<file path="src/rtl/xbar_config_loader_if.sv">
// -----------------------------------------------------------------------------
// xbar_config_loader_if
// Bundles the load-side handshake and the committed select bus of the crossbar
// configuration loader.
//   master : upstream loader driver (start/abort/word/valid out, status in)
//   slave  : xbar_config_loader itself
// Signals:
//   io_cfg_start, io_cfg_abort    load control
//   io_cfg_word, io_cfg_valid     data word and its valid
//   io_cfg_ready                  loader accepts a word
//   io_busy, io_cfg_done          status; done is a one-cycle commit pulse
//   io_cfg_error                  sticky range-check failure
//   io_mux_configs                active crossbar select bus
// -----------------------------------------------------------------------------
interface xbar_config_loader_if #(
    parameter int unsigned WORD_W = 8,
    parameter int unsigned CFG_W  = 175
);
    logic              io_cfg_start;
    logic              io_cfg_abort;
    logic [WORD_W-1:0] io_cfg_word;
    logic              io_cfg_valid;
    logic              io_cfg_ready;
    logic              io_busy;
    logic              io_cfg_done;
    logic              io_cfg_error;
    logic [CFG_W-1:0]  io_mux_configs;

    modport master (
        output io_cfg_start, io_cfg_abort, io_cfg_word, io_cfg_valid,
        input  io_cfg_ready, io_busy, io_cfg_done, io_cfg_error, io_mux_configs
    );

    modport slave (
        input  io_cfg_start, io_cfg_abort, io_cfg_word, io_cfg_valid,
        output io_cfg_ready, io_busy, io_cfg_done, io_cfg_error, io_mux_configs
    );
endinterface

</file>
<file path="src/rtl/xbar_config_loader.sv">
// -----------------------------------------------------------------------------
// xbar_config_loader
// Streams the crossbar select bitstream in WORD_W-bit words (first word = LSBs)
// into a shadow register, optionally range-checks every select field, then
// commits the shadow to the active select bus in one cycle. The active bus only
// ever changes on a successful commit or on reset.
// Ports:
//   clk      clock, rising edge
//   reset    asynchronous active-low reset
//   cfg_bus  xbar_config_loader_if.slave (handshake, status, select bus)
// Build option:
//   XBAR_CFG_RANGE_CHECK_EN  when defined, any select field >= NUM_INS aborts
//                            the commit and sets io_cfg_error; otherwise the
//                            shadow is always committed and the error is 0.
// -----------------------------------------------------------------------------
module xbar_config_loader #(
    parameter int unsigned NUM_INS  = 27,
    parameter int unsigned NUM_OUTS = 35,
    parameter int unsigned SEL_W    = 5,
    parameter int unsigned WORD_W   = 8
) (
    input  logic                 clk,
    input  logic                 reset,
    xbar_config_loader_if.slave  cfg_bus
);
    localparam int unsigned CFG_W     = NUM_OUTS * SEL_W;
    localparam int unsigned NUM_WORDS = (CFG_W + WORD_W - 1) / WORD_W;
    localparam int unsigned CNT_W     = $clog2(NUM_WORDS);

    typedef enum logic [1:0] {StIdle, StLoad, StCheck, StCommit} state_e;

    state_e           state_q, state_d;
    logic [CNT_W-1:0] cnt_q, cnt_d;
    logic [CFG_W-1:0] shadow_q, shadow_d;
    logic [CFG_W-1:0] active_q, active_d;
    logic             error_q, error_d;
    logic             ready;
    logic             accept;
    logic             range_bad;

`ifdef XBAR_CFG_RANGE_CHECK_EN
    localparam logic [SEL_W-1:0] MaxSel = SEL_W'(NUM_INS);

    always_comb begin
        range_bad = 1'b0;
        for (int i = 0; i < NUM_OUTS; i++) begin
            if (shadow_q[i*SEL_W +: SEL_W] >= MaxSel) begin
                range_bad = 1'b1;
            end
        end
    end
`else
    assign range_bad = 1'b0;
`endif

    // Abort takes priority over a word presented in the same cycle.
    assign ready  = (state_q == StLoad) && !cfg_bus.io_cfg_abort;
    assign accept = ready && cfg_bus.io_cfg_valid;

    always_comb begin
        state_d  = state_q;
        cnt_d    = cnt_q;
        shadow_d = shadow_q;
        active_d = active_q;
        error_d  = error_q;
        case (state_q)
            StIdle: begin
                if (cfg_bus.io_cfg_start) begin
                    state_d  = StLoad;
                    cnt_d    = '0;
                    shadow_d = '0;
                    error_d  = 1'b0;
                end
            end
            StLoad: begin
                if (cfg_bus.io_cfg_abort) begin
                    state_d = StIdle;
                end else if (accept) begin
                    // Bits of the final word that fall past CFG_W are dropped.
                    for (int w = 0; w < NUM_WORDS; w++) begin
                        if (cnt_q == CNT_W'(w)) begin
                            for (int b = 0; b < WORD_W; b++) begin
                                if (w * WORD_W + b < CFG_W) begin
                                    shadow_d[w*WORD_W+b] = cfg_bus.io_cfg_word[b];
                                end
                            end
                        end
                    end
                    cnt_d = cnt_q + 1'b1;
                    if (cnt_q == CNT_W'(NUM_WORDS - 1)) begin
                        state_d = StCheck;
                    end
                end
            end
            StCheck: begin
                if (range_bad) begin
                    error_d = 1'b1;
                    state_d = StIdle;
                end else begin
                    state_d = StCommit;
                end
            end
            StCommit: begin
                active_d = shadow_q;
                state_d  = StIdle;
            end
            default: state_d = StIdle;
        endcase
    end

    always_ff @(posedge clk or negedge reset) begin
        if (!reset) begin
            state_q  <= StIdle;
            cnt_q    <= '0;
            shadow_q <= '0;
            active_q <= '0;
            error_q  <= 1'b0;
        end else begin
            state_q  <= state_d;
            cnt_q    <= cnt_d;
            shadow_q <= shadow_d;
            active_q <= active_d;
            error_q  <= error_d;
        end
    end

    assign cfg_bus.io_cfg_ready   = ready;
    assign cfg_bus.io_busy        = (state_q != StIdle);
    // High for the whole COMMIT cycle; falls on the edge that updates the bus.
    assign cfg_bus.io_cfg_done    = (state_q == StCommit);
    assign cfg_bus.io_cfg_error   = error_q;
    assign cfg_bus.io_mux_configs = active_q;
endmodule

</file>
<file path="src/flat_wrapper.sv">
// flat-port wrapper written by rule: the top's interface ports become plain ports
module xbar_config_loader_flat 
#(
    parameter int unsigned NUM_INS  = 27,
    parameter int unsigned NUM_OUTS = 35,
    parameter int unsigned SEL_W    = 5,
    parameter int unsigned WORD_W   = 8
)
  (clk, reset, cfg_bus_io_cfg_start, cfg_bus_io_cfg_abort, cfg_bus_io_cfg_word, cfg_bus_io_cfg_valid, cfg_bus_io_cfg_ready, cfg_bus_io_busy, cfg_bus_io_cfg_done, cfg_bus_io_cfg_error, cfg_bus_io_mux_configs);
  xbar_config_loader_if #(.WORD_W(WORD_W), .CFG_W((175))) cfg_bus_i ();
  input  logic clk;
  input  logic reset;
  input wire logic [$bits(cfg_bus_i.io_cfg_start)-1:0] cfg_bus_io_cfg_start;
  input wire logic [$bits(cfg_bus_i.io_cfg_abort)-1:0] cfg_bus_io_cfg_abort;
  input wire logic [$bits(cfg_bus_i.io_cfg_word)-1:0] cfg_bus_io_cfg_word;
  input wire logic [$bits(cfg_bus_i.io_cfg_valid)-1:0] cfg_bus_io_cfg_valid;
  output wire logic [$bits(cfg_bus_i.io_cfg_ready)-1:0] cfg_bus_io_cfg_ready;
  output wire logic [$bits(cfg_bus_i.io_busy)-1:0] cfg_bus_io_busy;
  output wire logic [$bits(cfg_bus_i.io_cfg_done)-1:0] cfg_bus_io_cfg_done;
  output wire logic [$bits(cfg_bus_i.io_cfg_error)-1:0] cfg_bus_io_cfg_error;
  output wire logic [$bits(cfg_bus_i.io_mux_configs)-1:0] cfg_bus_io_mux_configs;
  assign cfg_bus_i.io_cfg_start = cfg_bus_io_cfg_start;
  assign cfg_bus_i.io_cfg_abort = cfg_bus_io_cfg_abort;
  assign cfg_bus_i.io_cfg_word = cfg_bus_io_cfg_word;
  assign cfg_bus_i.io_cfg_valid = cfg_bus_io_cfg_valid;
  assign cfg_bus_io_cfg_ready = cfg_bus_i.io_cfg_ready;
  assign cfg_bus_io_busy = cfg_bus_i.io_busy;
  assign cfg_bus_io_cfg_done = cfg_bus_i.io_cfg_done;
  assign cfg_bus_io_cfg_error = cfg_bus_i.io_cfg_error;
  assign cfg_bus_io_mux_configs = cfg_bus_i.io_mux_configs;
  xbar_config_loader #(.NUM_INS(NUM_INS), .NUM_OUTS(NUM_OUTS), .SEL_W(SEL_W), .WORD_W(WORD_W)) u_core (.clk(clk), .reset(reset), .cfg_bus(cfg_bus_i));
endmodule
</file>
<file path="config.mk">
export PLATFORM = sky130hd
export DESIGN_NAME = xbar_config_loader_flat
export DESIGN_NICKNAME = d
export VERILOG_FILES = /design/src/rtl/xbar_config_loader_if.sv /design/src/rtl/xbar_config_loader.sv /design/src/flat_wrapper.sv
export SDC_FILE = /design/constraint.sdc
export NUM_CORES = 1
export LEC_CHECK = 0
export BUFFER_PORTS_ARGS = -buffer_cell sky130_fd_sc_hd__buf_2
export CAP_MARGIN = 40
export CORE_ASPECT_RATIO = 1.5
export CORE_UTILIZATION = 40
export DETAILED_ROUTE_END_ITERATION = 16
export PLACE_DENSITY = 0.56
export SLEW_MARGIN = 30
export SYNTH_ARGS = -nofsm -noshare
export SYNTH_HDL_FRONTEND = slang
export SYNTH_SLANG_ARGS = --single-unit
</file>
<file path="constraint.sdc">
create_clock -name clk -period 2.6 [get_ports clk]
set_clock_uncertainty 0.15 [all_clocks]
set_input_delay 0.39 -clock clk [delete_from_list [all_inputs] [get_ports clk]]
set_output_delay 0.39 -clock clk [all_outputs]
set_load 0.01 [all_outputs]
</file>
=== Word-level counts from Yosys, hierarchy flattened ===
Index checks and enable logic that the tools add are counted.

* Add/subtract/negate cells: 1
* Equality and inequality tests: 51
* Mux-type cells: 35
* Reduce and logical (&&, ||, !) cells: 31

{| class="wikitable"
|+ Operators with widths
! cell !! number
|-
| 2-to-1 mux 175 bit || 3
|-
| one-hot mux 175 bit (2 select lines) || 1
|-
| 2-to-1 mux 8 bit || 21
|-
| AND reduction 5 bit || 22
|-
| inequality test 2 bit, second input constant || 24
|-
| equality test 5 x 4 -> 1 bit, second input constant || 8
|-
| equality test 5 bit, second input constant || 6
|-
| equality test 5 x 3 -> 1 bit, second input constant || 4
|-
| 2-to-1 mux 5 bit || 3
|-
| equality test 5 x 2 -> 1 bit, second input constant || 2
|-
| one-hot mux 5 bit (2 select lines) || 1
|-
| 2-to-1 mux 2 bit || 4
|-
| one-hot mux 2 bit (4 select lines) || 1
|-
| 2-to-1 mux 7 bit || 1
|-
| adder 5 x 1 -> 5 bit, second input constant || 1
|-
| equality test 5 x 1 -> 1 bit, second input constant || 1
|-
| zero test 5 bit || 1
|-
| equality test 2 bit, second input constant || 2
|-
| AND reduction 4 bit || 1
|-
| nonzero test 2 bit || 2
|-
| inequality test 3 x 2 -> 1 bit, second input constant || 1
|-
| inequality test 3 bit, second input constant || 1
|-
| AND reduction 3 bit || 1
|-
| equality test 2 x 1 -> 1 bit, second input constant || 1
|-
| 4 further kinds || 5
|}

* Bits in registers: 357
* Input port bits: 13
* Output and inout bits: 179
* Logic and storage cells: 143

=== Logic depth before layout (Yosys ltp) ===
* Word-level depth: 6
* Depth in mapped cells: 7
* Mapped depth without buffers: 6

=== Least setup slack after synthesis ===
Ideal clock, no wire load.

* Path kind: register to register
* Start: reg u_core.cnt_q[2]
* End: reg u_core.shadow_q[120]
* Library setup time: 125 ps
* Arrival: 1,756 ps
* Required time: 2,325 ps
* Slack: 569 ps
* Cell stages (with the launch flop): 7
* Buffers on the path: 1
* Clock period less this slack: 2,031 ps
* Cell sequence: dfrtp_1 > clkbuf_1 > and3_1 > ha_1 > nand4b_1 > a21oi_2 > mux2_2

* Cells in the longest elaborated chain, start to end: 3

{| class="wikitable"
|+ RTL lines
! what !! line !! source
|-
| from (decl) || xbar_config_loader.sv:33 || <nowiki>logic [CNT_W-1:0] cnt_q, cnt_d;</nowiki>
|-
| from (signal assigned) || xbar_config_loader.sv:120 || <nowiki>cnt_q <= cnt_d;</nowiki>
|-
| equality test 5 x 4 -> 1 bit || xbar_config_loader.sv:81 || <nowiki>if (cnt_q == CNT_W'(w)) begin</nowiki>
|-
| inequality test 2 bit (no line) || n/a ||
|-
| AND reduction 5 bit (no line) || n/a ||
|-
| to (signal assigned) || xbar_config_loader.sv:121 || <nowiki>shadow_q <= shadow_d;</nowiki>
|-
| to (decl) || xbar_config_loader.sv:34 || <nowiki>logic [CFG_W-1:0] shadow_q, shadow_d;</nowiki>
|}

No other way between the ends.
A chain may end at the register's enable or synchronous reset.

=== Worst setup path after layout ===
* Start: reg u_core.state_q[0]
* End: out cfg_bus_io_cfg_done

* Cells in the longest elaborated chain, start to end: 1

{| class="wikitable"
|+ RTL lines
! what !! line !! source
|-
| from (decl) || xbar_config_loader.sv:32 || <nowiki>state_e state_q, state_d;</nowiki>
|-
| from (signal assigned) || xbar_config_loader.sv:113 || <nowiki>state_q <= StIdle;</nowiki>
|-
| from (signal assigned) || xbar_config_loader.sv:119 || <nowiki>state_q <= state_d;</nowiki>
|-
| equality test 2 bit || xbar_config_loader.sv:130 || <nowiki>assign cfg_bus.io_cfg_done = (state_q == StCommit);</nowiki>
|-
| to (decl) || flat_wrapper.sv:19 || <nowiki>output wire logic [$bits(cfg_bus_i.io_cfg_done)-1:0] cfg_bus_io_cfg_done;</nowiki>
|}

No other way between the ends.

==> flow_summary.yaml <==
clock_network:
  cts.clk_slew.worst_paths_ps: 60
  cts-root-buf: "clkbuf_16"
  ctsLongestPathBuffers: 3
  clock_latency_ps: 520
  cts_tree: "yes"
  h-tree-depth: 2
  clock_sinks: 357
  cts_made_buffers: 36
layout:
  area_growth_pct: 20.9
  antenna_cells: 0
  final_nets: 1093
  final_cell_mix: "357 x dfrtp_1, 326 x mux2_2, 189 x buf_2"
  final_common_cell: "dfrtp_1"
  drive_above_1_share_pct: 57.6
floorplan:
  design.core.area_um2: 34400
  rows: 83
  start_util_pct: 40.8
  die_h_um: 231
  die_w_um: 155
  num_io_pins: 192
  die-area_um2: 35900
synth:
  synth-edff-count: 0
  yosys_warnings: 0
  yosysSeqAreaShare_pct: 63.6
  synthesis.area_um2: 14000
  synth_cell_types: 41
  synth_nets: 881
  synthArstFlopShare_pct: 100
  synth_flop_cell: "dfrtp_1"
  synth.largest_area_cell: "dfrtp_1"
  ys_ff_latch: 357
  synth_area_leaders: "dfrtp_1 64%, mux2_2 26%, o2bb2ai_1 1.5%"
  synthCells: 863
  netlist.area_leader.share_pct: 63.6
  syn_area_per_cell_um2: 16.3
timing:
  final.setup.tns_ps: 0
  fin_crit_sh_pct: 92.3
  worst_slack_ps: 199
  setup_viol: 0
  tightest_slew_ps: 801
  hold_violations: 0
  fmax_ghz: 0.417
  rsz0062_at_grt: "no"
  relSlewSlack_pct: 46.3
  period_needed_ps: 2400
  slew_violations: 0
global_routing:
  track_usage_pct: 18.5
  grt_antenna_before_repair: 0
  grt_pass1_vias: 8273
  grt_max_degree: 74
  grt_pass1_wl_um: 49900
  gr-total-overflow: 0
drt:
  routedWlPerCell_um: 20.5
  wl_met3_um: 1430
  drc: 0
  wl_um: 32000
  routed-via-count: 7884
  drtPass1Iterations: 4
  via_per_inst: 5.04
  ant_nets: 0
  routed-wl-met2_um: 16800
  highest_layer: "met4"
  drt_iter0_markers: 267
  wl_met1_um: 13100
run_status:
  status: "completed"
critical_path:
  crit_required_ps: 2060
  start_kind: "flip-flop"
  worstSetupPathType: "reg2out"
  critPathArrivalTime_ps: 1860
  worstPathMaxFanout: 43
  end_kind: "primary output"
placement:
  io_buffer_count: 190
  place_ws_ps: 301
  place_hpwl_um: 20600
  routabilityCongestion: 0.774
power_and_ir_drop:
  power.density_nw_per_um2: 804
  max-vdd-ir-drop_uv: 540
  p_leak_nw: 8.79
flow_run:
  maxCapViolCount: 0
hold_path:
  hp-class: "in2reg"
==> final cells by class <==
type,instances,area (um2)
fill,2995,17400
multi-input combinational,447,4810
clock buffer,57,1110
timing repair buffer,228,1410
sequential,357,8930
tap,467,584
inverter,5,21.3
clock inverter,4,95.1
==> routing by layer <==
metal	up-vias	global-route usage, %
met1	4124	22.8
met4	0	5.54
met5	-	0
met2	165	32.7
met3	45	3.50
li1	3550	-
==> kinds of logic after synthesis <==
family                     Yosys count  share of synthesized area [%]
and+or+nand+nor                     57                           2.98
adders and majority gates            5                          0.446
other                                1                         0.0267
AOI/OAI and AO/OA                   57                           4.56
muxes                              327                           26.2
buffers and inverters               59                           2.12
DFF                                357                           63.6
==> repair_timing <==
action                                  CTS  global route
hold buffers                              2             0
buffers inserted                          0             0
endpoints found under the setup margin    1             0
endpoints found under the hold margin    43             0
gates resized for setup                   1             0
==> final timing paths <==
kind	start	to	slack, ps	cells past startpoint
min in group asynchronous	reset	u_core.shadow_q[11]	230	2
hold / removal	cfg_bus_io_cfg_word[0]	u_core.shadow_q[168]	30	3
setup reg to reg	u_core.state_q[0]	u_core.shadow_q[90]	280	5
hold reg to reg	u_core.shadow_q[169]	u_core.shadow_q[169]	340	1
setup / recovery	u_core.state_q[0]	cfg_bus_io_cfg_done	200	4
max in group asynchronous	reset	u_core.cfg_bus.io_mux_configs[108]	1230	3
==> worst max-delay path, cell delays in order (launching register included) <==
cell,delay (ps)
dfrtp_1,610
nand2_2,170
inv_4,120
buf_16,240
buf_2,180
==> flip-flops by register name, summed over array words and instances, names as in the netlist, named ones only <==
signal / cells
u_core.cfg_bus.io_mux_configs: 175
u_core.shadow_q: 175
u_core.cnt_q: 5
u_core.state_q: 1
==> cell usage after synthesis (3+ instances only) <==
cell	n
dfrtp_1	357
nor4bb_1	6
buf_4	4
nand2_1	13
clkbuf_1	21
ha_1	5
nor4b_1	4
buf_6	4
mux2_2	326
clkbuf_2	8
buf_2	17
inv_1	4
and4bb_2	4
or4bb_1	3
o21ai_1	3
a22oi_4	5
o22ai_4	7
o22ai_1	4
and2_1	8
nand4b_1	3
o22ai_2	7
and4b_1	3
o2bb2ai_1	24
==> metrics by stage <==
stage          instance area [um2]  power [mW]  utilization [%]  hold WS [ps]  std cells
4_1_cts                      17000        13.8             49.3          10.9       1564
2_1_floorplan                14000        7.84                -         -55.6        863
3_3_place_gp                 15700        8.42             45.7           188       1500
5_1_grt                      17000        14.3             49.4          26.7       1565
3_5_place_dp                 15700        8.48             45.7           200       1500
6_report                     17000        13.6             49.4          28.4       1565
==> power breakdown <==
part / total, mW / leakage [nW] / switching (mW) / internal (mW)
registers: 6.72 / 4.84 / 0.414 / 6.31
logic: 1.62 / 3.36 / 0.756 / 0.866
clock network: 5.30 / 0.592 / 2.08 / 3.21
(Power assumes the default switching activity.)
